==> src/rtl/tank_pkg.sv <==
// tank_pkg: shared tank fire-control defaults, shot FSM states and slot allocation helper
package tank_pkg;
  localparam int NUM_BULLETS_DEF = 3;
  localparam int LIFE_FRAMES_DEF = 240;
  localparam int COOLDOWN_FRAMES_DEF = 15;
  localparam int MAX_SLOTS = 8;
  typedef enum logic [1:0] {IDLE, COOLDOWN, WAIT_RELEASE} shot_state_t;
  // Two's-complement trick isolates the lowest set bit: one-hot lowest free slot, 0 if none.
  function automatic logic [MAX_SLOTS-1:0] lowest_free(input logic [MAX_SLOTS-1:0] free);
    return free & (~free + MAX_SLOTS'(1));
  endfunction
endpackage

==> src/rtl/bullet_life_timer.sv <==
// bullet_life_timer: per-slot lifetime countdown and in-flight flag
// Ports: frame_clk/Reset_n (async active-low), load starts a bullet, hit retires it, active = in flight.
module bullet_life_timer import tank_pkg::*; #(
  parameter int LIFE_FRAMES = LIFE_FRAMES_DEF
) (
  input  logic frame_clk,
  input  logic Reset_n,
  input  logic load,
  input  logic hit,
  output logic active
);
  localparam int LW = $clog2(LIFE_FRAMES);
  logic [LW-1:0] life;
  // Hit and expiry share one branch so a coincident pair frees the slot once.
  always_ff @(posedge frame_clk or negedge Reset_n) begin
    if (!Reset_n) begin
      active <= 1'b0;
      life <= '0;
    end else if (load) begin
      active <= 1'b1;
      life <= LW'(LIFE_FRAMES - 1);
    end else if (active && (hit || life == '0)) begin
      active <= 1'b0;
      life <= '0;
    end else if (active) begin
      life <= life - 1'b1;
    end
  end
endmodule

==> src/rtl/shot_controller.sv <==
// shot_controller: turns the shoot key into one-hot bullet create pulses with slot allocation and cooldown
// Ports: frame_clk/Reset_n (async active-low); fire_key, tank_alive, slot_hit in;
// create (one-hot pulse), slot_active, shots_free, fire_blocked out.
// Define SHOT_CONTROLLER_AUTOFIRE_EN to re-fire every cooldown period while the key is held.
module shot_controller import tank_pkg::*; #(
  parameter int NUM_BULLETS = NUM_BULLETS_DEF,
  parameter int LIFE_FRAMES = LIFE_FRAMES_DEF,
  parameter int COOLDOWN_FRAMES = COOLDOWN_FRAMES_DEF
) (
  input  logic                   frame_clk,
  input  logic                   Reset_n,
  input  logic                   fire_key,
  input  logic                   tank_alive,
  input  logic [NUM_BULLETS-1:0] slot_hit,
  output logic [NUM_BULLETS-1:0] create,
  output logic [NUM_BULLETS-1:0] slot_active,
  output logic [1:0]             shots_free,
  output logic                   fire_blocked
);
`ifdef SHOT_CONTROLLER_AUTOFIRE_EN
  localparam bit AUTOFIRE = 1'b1;
`else
  localparam bit AUTOFIRE = 1'b0;
`endif
  localparam int CW = $clog2(COOLDOWN_FRAMES);
  shot_state_t state;
  logic [CW-1:0] cd;
  logic key_q, press, fire;
  logic [NUM_BULLETS-1:0] free, load;
  assign press = fire_key & ~key_q;
  // Free mask comes from registered flags, so a slot released on this edge is not reused until the next.
  assign free = ~slot_active;
  assign fire = |free && tank_alive &&
                ((state == IDLE && press) || (AUTOFIRE && state == COOLDOWN && cd == '0 && fire_key));
  assign load = fire ? NUM_BULLETS'(lowest_free(MAX_SLOTS'(free))) : '0;
  assign shots_free = 2'(NUM_BULLETS - $countones(slot_active));
  for (genvar k = 0; k < NUM_BULLETS; k++) begin : g_slot
    // Masking with create drops a hit that lands in the bullet's launch cycle.
    bullet_life_timer #(.LIFE_FRAMES(LIFE_FRAMES)) u_timer (
      .frame_clk,
      .Reset_n,
      .load(load[k]),
      .hit(slot_hit[k] & ~create[k]),
      .active(slot_active[k])
    );
  end
  always_ff @(posedge frame_clk or negedge Reset_n) begin
    if (!Reset_n) begin
      state <= IDLE;
      cd <= '0;
      key_q <= 1'b0;
      create <= '0;
      fire_blocked <= 1'b0;
    end else begin
      key_q <= fire_key;
      create <= load;
      fire_blocked <= 1'b0;
      case (state)
        IDLE:
          if (fire) begin
            cd <= CW'(COOLDOWN_FRAMES - 1);
            state <= COOLDOWN;
          end else if (press && tank_alive) begin
            fire_blocked <= 1'b1;
            state <= WAIT_RELEASE;
          end
        COOLDOWN:
          if (cd != '0) cd <= cd - 1'b1;
          else if (fire) cd <= CW'(COOLDOWN_FRAMES - 1);
          // With autofire and every slot busy, park here at cd==0 until a slot frees or the key drops.
          else if (!(AUTOFIRE && fire_key && tank_alive)) state <= fire_key ? WAIT_RELEASE : IDLE;
        WAIT_RELEASE:
          if (!fire_key) state <= IDLE;
        default:
          state <= IDLE;
      endcase
    end
  end
endmodule

==> config.mk <==
export PLATFORM = sky130hd
export DESIGN_NAME = shot_controller
export DESIGN_NICKNAME = d
export VERILOG_FILES = /design/src/rtl/tank_pkg.sv /design/src/rtl/bullet_life_timer.sv /design/src/rtl/shot_controller.sv
export SDC_FILE = /design/constraint.sdc
export NUM_CORES = 1
export LEC_CHECK = 0
export ABC_AREA = 1
export BUFFER_PORTS_ARGS = -buffer_cell sky130_fd_sc_hd__buf_2
export CAP_MARGIN = 0
export CELL_PAD_IN_SITES_DETAIL_PLACEMENT = 0
export CELL_PAD_IN_SITES_GLOBAL_PLACEMENT = 1
export CORE_UTILIZATION = 34
export CTS_CLUSTER_SIZE = 14
export DETAILED_ROUTE_END_ITERATION = 7
export PLACE_DENSITY_LB_ADDON = 0.12
export SLEW_MARGIN = 10
export SYNTH_ARGS = -nofsm -noshare
export SYNTH_HDL_FRONTEND = slang
export SYNTH_SLANG_ARGS = --single-unit
==> constraint.sdc <==
create_clock -name frame_clk -period 3.09 [get_ports frame_clk]
set_input_delay 0 -clock frame_clk [delete_from_list [all_inputs] [get_ports frame_clk]]
set_output_delay 0 -clock frame_clk [all_outputs]
set_load 0.01 [all_outputs]
After elaboration in Yosys (flattened, before gate mapping)
Index checks and enable logic that the tools add are counted.

word-level totals
  register bits after elaboration = 38
  input port bits = 7
  output and inout port bits = 9
  word-level logic and storage cells = 89

operators by class
  $add $sub $neg = 8
  equal/unequal tests = 6
  muxes and demuxes = 29
  bitwise gates (word level) = 11
  reduce and logical (&&, ||, !) cells = 24

operators by type and width
  kind                                              number
  two-way mux 8 bit                                 9
  logical NOT 8 bit                                 3
  subtractor 8 x 1 -> 8 bit, second input constant  3
  two-way mux 2 bit                                 6
  two-way mux 1 bit                                 9
  nonzero test 3 bit                                3
  two-way mux 4 bit                                 2
  case mux 4 bit (2 select lines)                   1
  nonzero test 2 bit                                4
  logical AND 1 bit                                 7
  != test 2 bit, second input constant              3
  inverter 3 bit                                    2
  case mux 2 bit (3 select lines)                   1
  bitwise AND 1 bit                                 4
  inverter 1 bit                                    4
  AND reduction 4 bit                               1
  nonzero test 4 bit                                1
  subtractor 4 x 1 -> 4 bit, second input constant  1
  adder 3 x 1 -> 3 bit, second input constant       1
  bitwise AND 3 bit                                 1
  logical OR 1 bit                                  3
  two-way mux 3 bit                                 1
  != test 3 x 2 -> 1 bit, second input constant     1
  OR reduction 3 bit                                1
  6 further kinds                                   6

Depth between registers and ports, before layout
Gate-level depths: netlist (run 1).

  depth after elaboration = 7
  gate-level depth with buffers = 10
  gate-level depth less buffers = 10

Hierarchy
A second synthesis (run 1) with hierarchy kept.

second synthesis, totals
  cells, all modules = 309
  area total of the unflattened synthesis = 2,377.3 um^2

by module, submodules not included
  module             times used  cells an instance  area an instance (um^2)  sequential area each (um^2)
  bullet_life_timer  3           76                 591.8                    225.2
  shot_controller    1           81                 601.8                    275.3

Least setup slack after synthesis (run 1)
No wires, ideal clock.

  path kind = register to register
  start = register cd[0]
  end = register cd[1]
  library setup time = 120 ps
  data arrival time = 1,130 ps
  required time = 2,970 ps
  path slack = 1,840 ps
  stages on the path, launching flop included = 10
  path buffers = 0
  period minus slack after synthesis = 1,250 ps
  path through = dfrtp_1 > inv_1 > ha_1 > inv_1 > nor2_1 > nand2_1 > nand2_1 > nand2_2 > o21ai_0 > inv_1

between the ends
  longest elaborated chain between the ends = 3
  elaborated cells on any way between the ends = 4
  classes of those cells = add/sub: 1; mux: 2; reduce/logical: 1

RTL lines
  item                                                             RTL line               RTL
  start, declared                                                  shot_controller.sv:27  logic [CW-1:0] cd;
  start signal, assigned                                           shot_controller.sv:61  cd <= CW'(COOLDOWN_FRAMES - 1);
  start signal, assigned                                           shot_controller.sv:68  if (cd != '0) cd <= cd - 1'b1;
  start signal, assigned                                           shot_controller.sv:69  else if (fire) cd <= CW'(COOLDOWN_FRAMES - 1);
  subtractor 4 x 1 -> 4 bit or nonzero test 4 bit (tied branches)  shot_controller.sv:68
  two-way mux 4 bit *                                              shot_controller.sv:68
  case mux 4 bit (2 select lines) *                                shot_controller.sv:58  case (state)

Every way passes the cells marked *; elsewhere a longest branch is shown, timed or not.
A chain may end at the register's enable or synchronous reset.

Worst setup path after layout (run 1)
  start = register g_slot[0].u_timer.active
  end = output port shots_free[0]

between the ends
  longest elaborated chain between the ends = 3

RTL lines
  item                                        RTL line                 RTL
  start, declared                             bullet_life_timer.sv:10  output logic active
  start signal, assigned                      bullet_life_timer.sv:17  active <= 1'b0;
  start signal, assigned                      bullet_life_timer.sv:20  active <= 1'b1;
  start signal, assigned                      bullet_life_timer.sv:23  active <= 1'b0;
  adder 1 x 1 -> 2 bit (not written as such)  shot_controller.sv:36    assign shots_free = 2'(NUM_BULLETS - $countones(slot_active));
  adder 2 x 1 -> 2 bit (not written as such)  shot_controller.sv:36
  subtractor 2 bit                            shot_controller.sv:36
  end, declared                               shot_controller.sv:17    output logic [1:0] shots_free,

No other way between the ends.

==> key figures, run 1 <==
Run status
  – Outcome: completed

Clocking
  – Clk sink count: 38
  – Inserted Clock Buffers: 5
  – Post-CTS Setup Bufs: 0
  – CTS root buf: clkbuf_8
  – H-tree lvl count: 2
  – CTS tree: yes
  – Worst-path clk slew: 0.08 ns
  – CTS max path bufs: 2
  – Clock Latency Late Sink: 0.29 ns
  – Post_cts resized: 0

Critical path
  – Cell breakdown of the critical path: fa_1 > inv_1 > buf_2
  – Startpoint types: flop
  – FF-to-FF Start: g_slot[1].u_timer.active$_DFFE_PN0P_
  – Max Fanout on Critical Path: 12
  – Crit path largest cell delay: 0.61 ns
  – Slowest-stage cell, CP: fa_1
  – CP Buf/Inv Count: 2
  – CP top delay family: adder cells
  – Worst Path Required: 3.09 ns
  – Flop2flop setup slack: 1.54 ns
  – CP arrival: 1.64 ns
  – Reg2reg end: g_slot[1].u_timer.life[1]$_DFFE_PN0P_
  – Setup crit end kind: output pin
  – Critical setup path kind: reg2out
  – R2r worst-path depth: 4

STA
  – Max Clk Rate: approximately 600 MHz
  – Max-slew violation total from the final report: 0
  – Final Hold Vio Count: 0
  – Setup TNS: 0 ns
  – Tcrit/Tclk final: 0.530
  – Slew margin rel.: 0.403
  – WHS: approximately 0.058 ns
  – Min Tclk post-route: 1.64 ns
  – Worst Max-Slew Pin Slew: 0.896 ns
  – Final Setup Violations: 0
  – RSZ-0062 raised after global routing: false
  – Clk_skew: between 0.003 and 0.004 ns

Routing
  – Post-DRT Antenna Nets: 0
  – Detailed Route WL: 4.44 mm
  – DRC viols: 0
  – 1st-iter DRT viols: 64
  – 1st-pass router iterations: 4
  – DR WL/cell: 11.2 um
  – Via count: about 1800
  – Via density: ~4.5

Yosys
  – Netlist Area Pre-Place: approximately 0.0022 mm^2
  – FF+latch count, synth: 38
  – Synthesized net count: 314
  – Ys Warns: 0
  – Synth cell types: 28
  – Syn_area_per_cell: about 7.4 um^2
  – Synthesized instance count: 299
  – Seq/Total Area, Yosys: 0.428

Placement
  – Post-DP HPWL: approximately 3.1 mm
  – DP Cell Count: 386
  – Port bufs: 15
  – GPL Wtd Cong: 0.750

Die
  – Initial Utilization: 0.352
  – Die Wd: 82.9 um
  – Die Area: 0.00687 mm^2
  – Io pins: 16
  – Die Y-Extent: ~83 um
  – FP Rows: 29
  – CORE AREA: around 0.0063 mm^2

Power and ir drop
  – Combinational Power Share: 0.455
  – Max VDD drop: 0.286 mV
  – Clk pwr share: 0.158
  – Sw frac: 0.452
  – P_leak: 1.34 nW
  – Seq pwr share: 0.387
  – Power density over cell area: 935 mW/mm^2
  – Pint: roughly 0.0013 W
  – Power Total: 0.00231 W
  – Net switching power: 0.00104 W

Worst hold path
  – Hold Crit Class: in2reg
  – Worst Min Path Start: slot_hit[0]
  – Hold endpoint: g_slot[0].u_timer.life[4]$_DFFE_PN0P_
  – Hold depth: 4

Global route
  – First-pass GRT wire length: ~7.9 mm
  – Initial antenna violation count: 0
  – Overall Global Routing Usage: 0.143
  – Vias in the first global route: 1752
  – Total grt overflow: 0
  – Largest net degree at the start of global routing: 39

Finish
  – Fill count: 686
  – Share of cells above drive strength 1: 0.122
  – # nets final: 333
  – Layout area overhead: 11.1%
  – Antenna diodes: 0
  – Non-filler instance count after layout: 396

Flow run
  – Max Cap Violations: 0
-- cell usage after synthesis (all sizes together) --
library cell / n / share of area
o211ai: 2 / 0.0068
nand3b: 1 / 0.0034
dfrtp: 38 / 0.43
ha: 7 / 0.039
nand4: 6 / 0.017
a21oi: 1 / 0.0022
nor2: 45 / 0.080
xor2: 7 / 0.028
or2: 1 / 0.0028
nand3: 30 / 0.078
inv: 59 / 0.10
o22ai: 1 / 0.0028
nand2: 72 / 0.12
buf: 5 / 0.017
o21ai: 19 / 0.043
fa: 1 / 0.0090
nor3: 4 / 0.019
-- power groups by stage --
stage                     clock network (W)  logic [W]  registers [W]
after floorplan                           0   0.000908       0.000838
after global placement                    0    0.00107       0.000911
after detailed placement                  0    0.00106       0.000909
after CTS                          0.000386    0.00107       0.000899
after global routing               0.000401    0.00126       0.000933
final                              0.000365    0.00105       0.000894
-- metrics by stage --
step / worst slack (ns) / area (um^2) / utilization
final: 1.45 / 2470 / 0.391
after floorplan: 1.84 / 2220 / -
after detailed placement: 1.53 / 2360 / 0.373
after CTS: 1.41 / 2470 / 0.391
after global routing: 1.35 / 2470 / 0.391
after global placement: 1.51 / 2360 / 0.373
-- final cells by class --
type	instances	area, um^2	share of cell area
clock inverter	2	12.5	0.00506
multi-input combinational	197	1010	0.410
sequential	38	951	0.385
inverter	59	221	0.0896
clock buffer	6	82.6	0.0334
tap	77	96.3	0.0390
timing repair buffer	17	95.1	0.0385
-- layout by cell type (no fill, tap or decap), drive strengths merged, types with 2 or more instances in the layout --
cell type    count
inv             59
nor2            45
xor2             7
dfrtp           38
buf             15
o21ai           19
ha               7
nand3           30
clkbuf           6
nand4            6
nand2           72
o211ai           2
dlygate4sd3      2
nor3             4
-- registers in the layout (all words and copies together), names as in the netlist --
register,cells
cd,4
g_slot.u_timer.life,24
state,2
key_q,1
create,3
fire_blocked,1
g_slot.u_timer.active,3
-- worst min-delay path: cells and delay by family --
kind | cells | cell delay (ns)
buf+inv | 1 | 0.08
simple gates | 1 | 0.05
compound gates | 2 | 0.18
-- worst max path at each step --
stage,from,end,cells past startpoint
2_1_floorplan,cd[0]$_DFFE_PN0P_,cd[1]$_DFFE_PN0P_,9
3_3_place_gp,g_slot[0].u_timer.active$_DFFE_PN0P_,g_slot[2].u_timer.life[4]$_DFFE_PN0P_,5
3_5_place_dp,g_slot[0].u_timer.active$_DFFE_PN0P_,g_slot[2].u_timer.life[4]$_DFFE_PN0P_,5
4_1_cts,g_slot[0].u_timer.active$_DFFE_PN0P_,shots_free[0],3
5_1_grt,g_slot[0].u_timer.active$_DFFE_PN0P_,shots_free[0],3
6_report,g_slot[0].u_timer.active$_DFFE_PN0P_,shots_free[0],3
-- per-layer routing --
layer  GRT usage  vias to the layer above  part of all wire
li1            -                      953                 -
met1       0.185                      781              0.51
met2       0.235                       22              0.45
met3      0.0348                        7             0.028
met4      0.0470                        0             0.013
met5           0                        -                 0
-- repair_timing --
action	4_1_cts	5_1_grt
hold endpoints to repair	39	0
endpoints found under the setup margin	0	0
hold buffers	2	0
-- logic make-up (layout without fill, tap and decap cells) --
family	after synthesis	count (layout)	share of synthesized area
XOR/XNOR	7	7	0.0276
AO/OA/AOI/OAI	23	23	0.0546
flip-flops	38	38	0.428
buffers and inverters	64	84	0.117
AND/OR/NAND/NOR	159	159	0.325
adder cells (fa/ha/maj)	8	8	0.0484
(Power assumes the default switching activity.)
==> run 2: changes to the inputs <==
==> constraint.sdc (replaced) <==
create_clock -name frame_clk -period 1.4 [get_ports frame_clk]
set_input_delay 0 -clock frame_clk [delete_from_list [all_inputs] [get_ports frame_clk]]
set_output_delay 0 -clock frame_clk [all_outputs]
set_load 0.01 [all_outputs]
==> run 2 against run 1 <==
The run now ends with setup timing left. Utilization increased by 4.9 points. Power increased to 2.7 times the previous value. Largest power group unchanged. Setup slack got worse by 1.5 ns. Wire length increased by 7.4%. Sequential cell count unchanged. Count of clock-buffer cells in the layout decreased by 1. Worst hold slack got worse by 0.013 ns. First-iteration DRC count unchanged. Sequential share of layout area decreased by 4.2 points. Combinational power increased to 2.9 times the previous value.
==> key figures, run 2 (same netlist as run 1, synthesis figures left out) <==
Run status
  – Outcome: finished, violations left
  – Failing checks: setup timing

Die
  – Die Area: 0.00687 mm^2 (unchanged)
  – Io pins: 16 (unchanged)
  – Die Y-Extent: 82.9 um (unchanged)
  – Initial Utilization: 0.352 (unchanged)
  – FP Rows: 29 (unchanged)
  – CORE AREA: 0.00631 mm^2 (unchanged)
  – Die Wd: 82.9 um (unchanged)

Power and ir drop
  – Max VDD drop: 1.05 mV (+270%)
  – P_leak: 1.46 nW (+9.5%)
  – Power Total: 0.00613 W (+170%)
  – Power density over cell area: 2200 mW/mm^2 (+140%)

Clocking
  – Clk sink count: 38 (unchanged)
  – Worst-path clk slew: 0.08 ns (about the same)
  – Inserted Clock Buffers: 5 (unchanged)
  – Clock Latency Late Sink: 0.30 ns (about the same)
  – H-tree lvl count: 2 (unchanged)
  – CTS tree: yes
  – CTS max path bufs: 2 (unchanged)
  – CTS root buf: clkbuf_8

Critical path
  – Worst setup path end: shots_free[0]
  – Max Fanout on Critical Path: 2 (-10)
  – Reg2reg end: g_slot[1].u_timer.active$_DFFE_PN0P_
  – Critical Path Start: g_slot[2].u_timer.active$_DFFE_PN0P_
  – Cell breakdown of the critical path: fa_1 > inv_1 > buf_2
  – Setup crit end kind: output pin
  – Flop2flop setup slack: 0.06 ns (-1.48 ns)
  – Worst Path Required: 1.40 ns (-1.69 ns)
  – CP top delay family: adder cells
  – CP Buf/Inv Count: 2 (unchanged)
  – CP arrival: 1.42 ns (-0.22 ns)
  – Critical setup path kind: reg2out
  – Crit path largest cell delay: 0.54 ns (-0.07 ns)
  – Startpoint types: flop
  – Slowest-stage cell, CP: fa_1
  – R2r worst-path depth: 7 (+3)
  – FF-to-FF Start: g_slot[1].u_timer.life[0]$_DFFE_PN0P_
  – Crit path depth: 3 (unchanged)

STA
  – Worst Max-Slew Pin Slew: 0.509 ns (-0.388 ns)
  – Tcrit/Tclk final: 1.02
  – Slew margin rel.: 0.661 (+0.258)
  – RSZ-0062 raised after global routing: true
  – Final Setup Violations: 1 (+1)
  – Clk_skew: 0.00905 ns (+0.00512 ns)
  – Setup TNS: -0.0226 ns (-0.0226 ns)
  – Final Hold Vio Count: 0 (unchanged)
  – Setup ws final: -0.0226 ns (-1.48 ns)
  – Max-slew violation total from the final report: 0 (unchanged)
  – Max Clk Rate: 703 MHz
  – Min Tclk post-route: 1.42 ns

Finish
  – Biggest regs: g_slot.u_timer.life x24, cd x4
  – # nets final: 354 (+6.3%)
  – Layout area overhead: 25.2%
  – Max reg flops: 24 (unchanged)
  – Final core occ: 0.441 (+0.0493)
  – Share of cells above drive strength 1: 0.250 (+0.128)
  – Commonest cells after routing, fill and taps aside: nand2_1 (67), inv_1 (49), dfrtp_1 (35)
  – Commonest non-fill, non-tap cell in the layout: nand2_1
  – Antenna diodes: 0 (unchanged)
  – Reg with most FFs: g_slot.u_timer.life

Global route
  – Initial antenna violation count: 0 (unchanged)
  – GRT busiest layer: met2
  – First-pass GRT wire length: 8.24 mm (+4.0%)
  – Met2 Use GR: 0.223 (-0.0127)
  – Met1 Resource Use GR: 0.209 (+0.0245)
  – Largest net degree at the start of global routing: 39 (unchanged)
  – Total grt overflow: 0 (unchanged)
  – Overall Global Routing Usage: 0.148 (+0.00496)
  – Vias in the first global route: 1744 (-0.46%)
  – Global Route met3 Usage: 0.0278 (-0.00696)

Placement
  – GPL Wtd Cong: 0.744 (-0.79%)
  – Port bufs: 15 (unchanged)
  – Post-DP HPWL: 3.25 mm (+3.2%)
  – Setup slack at placement: -0.00580 ns (-1.54 ns)

Worst hold path
  – Hold Crit Class: in2reg

Routing
  – Post-DRT Antenna Nets: 0 (unchanged)
  – 1st-pass router iterations: 4 (unchanged)
  – Detailed Route WL: 4.77 mm (+7.4%)
  – DR WL/cell: 11.4 um (+2.0%)
  – Via density: 4.48 (+0.57%)
  – Via count: 1867 (+5.9%)
  – DRC viols: 0 (unchanged)
  – 1st-iter DRT viols: 64 (unchanged)

Flow run
  – Max Cap Violations: 0 (unchanged)
## run 2: cell types whose count changed in the layout (fill, tap and decap cells not counted), moves of 3 or more
| cell | previous run | this run |
|---|---|---|
| buf_4 | 0 | 20 |
| dfrtp_1 | 38 | 35 |
| dfrtp_2 | 0 | 3 |
| inv_1 | 54 | 49 |
| inv_2 | 5 | 9 |
| nor2_1 | 43 | 34 |
| nor2_2 | 1 | 9 |
## run 2: final cells by class
class / instances / area [um^2]
clock buffer: 5 / 68.8
clock inverter: 3 / 68.8
fill: 658 / 3530
inverter: 59 / 225
multi-input combinational: 197 / 1110
sequential: 38 / 955
tap: 77 / 96.3
timing repair buffer: 38 / 256
## run 2: stage by stage
stage | instance area (um^2) | hold slack [ns] | std cells
4_1_cts | 2660 | 0.0728 | 414
2_1_floorplan | 2220 | -0.296 | 299
3_3_place_gp | 2470 | 0.103 | 401
3_5_place_dp | 2470 | 0.101 | 401
5_1_grt | 2780 | 0.0585 | 417
6_report | 2780 | 0.0447 | 417
## run 2: worst min path at each step
stage / start / to / depth (start not counted) / slack, ns
after CTS: slot_hit[0] / g_slot[0].u_timer.life[4]$_DFFE_PN0P_ / 4 / 0.07
after global placement: Reset_n / g_slot[2].u_timer.life[6]$_DFFE_PN0P_ / 2 / 0.10
final: slot_hit[0] / g_slot[0].u_timer.life[4]$_DFFE_PN0P_ / 4 / 0.04
after global routing: slot_hit[0] / g_slot[0].u_timer.life[4]$_DFFE_PN0P_ / 4 / 0.06
after detailed placement: Reset_n / g_slot[2].u_timer.life[6]$_DFFE_PN0P_ / 2 / 0.10
after floorplan: Reset_n / cd[0]$_DFFE_PN0P_ / 0 / -0.30
## run 2: repair_timing
action / CTS / global route
hold endpoints to repair: 39 / 0
gates cloned: 0 / 0
hold buffers: 2 / 0
setup endpoints to repair: 10 / 23
pin swaps: 1 / 6
gates resized for setup: 5 / 30
setup buffers: 3 / 3
## run 2: routing by layer
| layer | vias up | routed length, um |
|---|---|---|
| met5 | - | 0 |
| met4 | 0 | 68 |
| met3 | 5 | 98 |
| met2 | 20 | 2100 |
| met1 | 841 | 2500 |
| li1 | 1001 | - |
## run 2: worst register-to-register path: stages (launching register included)
cell,delay (ns)
dfrtp_1,0.38
inv_2,0.11
ha_4,0.14
nand3_2,0.09
nor2_4,0.12
nor3_4,0.06
buf_6,0.13
or2_1,0.19
## run 2: power breakdown
part           internal, W  switching, W
sequential         0.00155      0.000350
combinational      0.00126       0.00181
clock             0.000715      0.000442
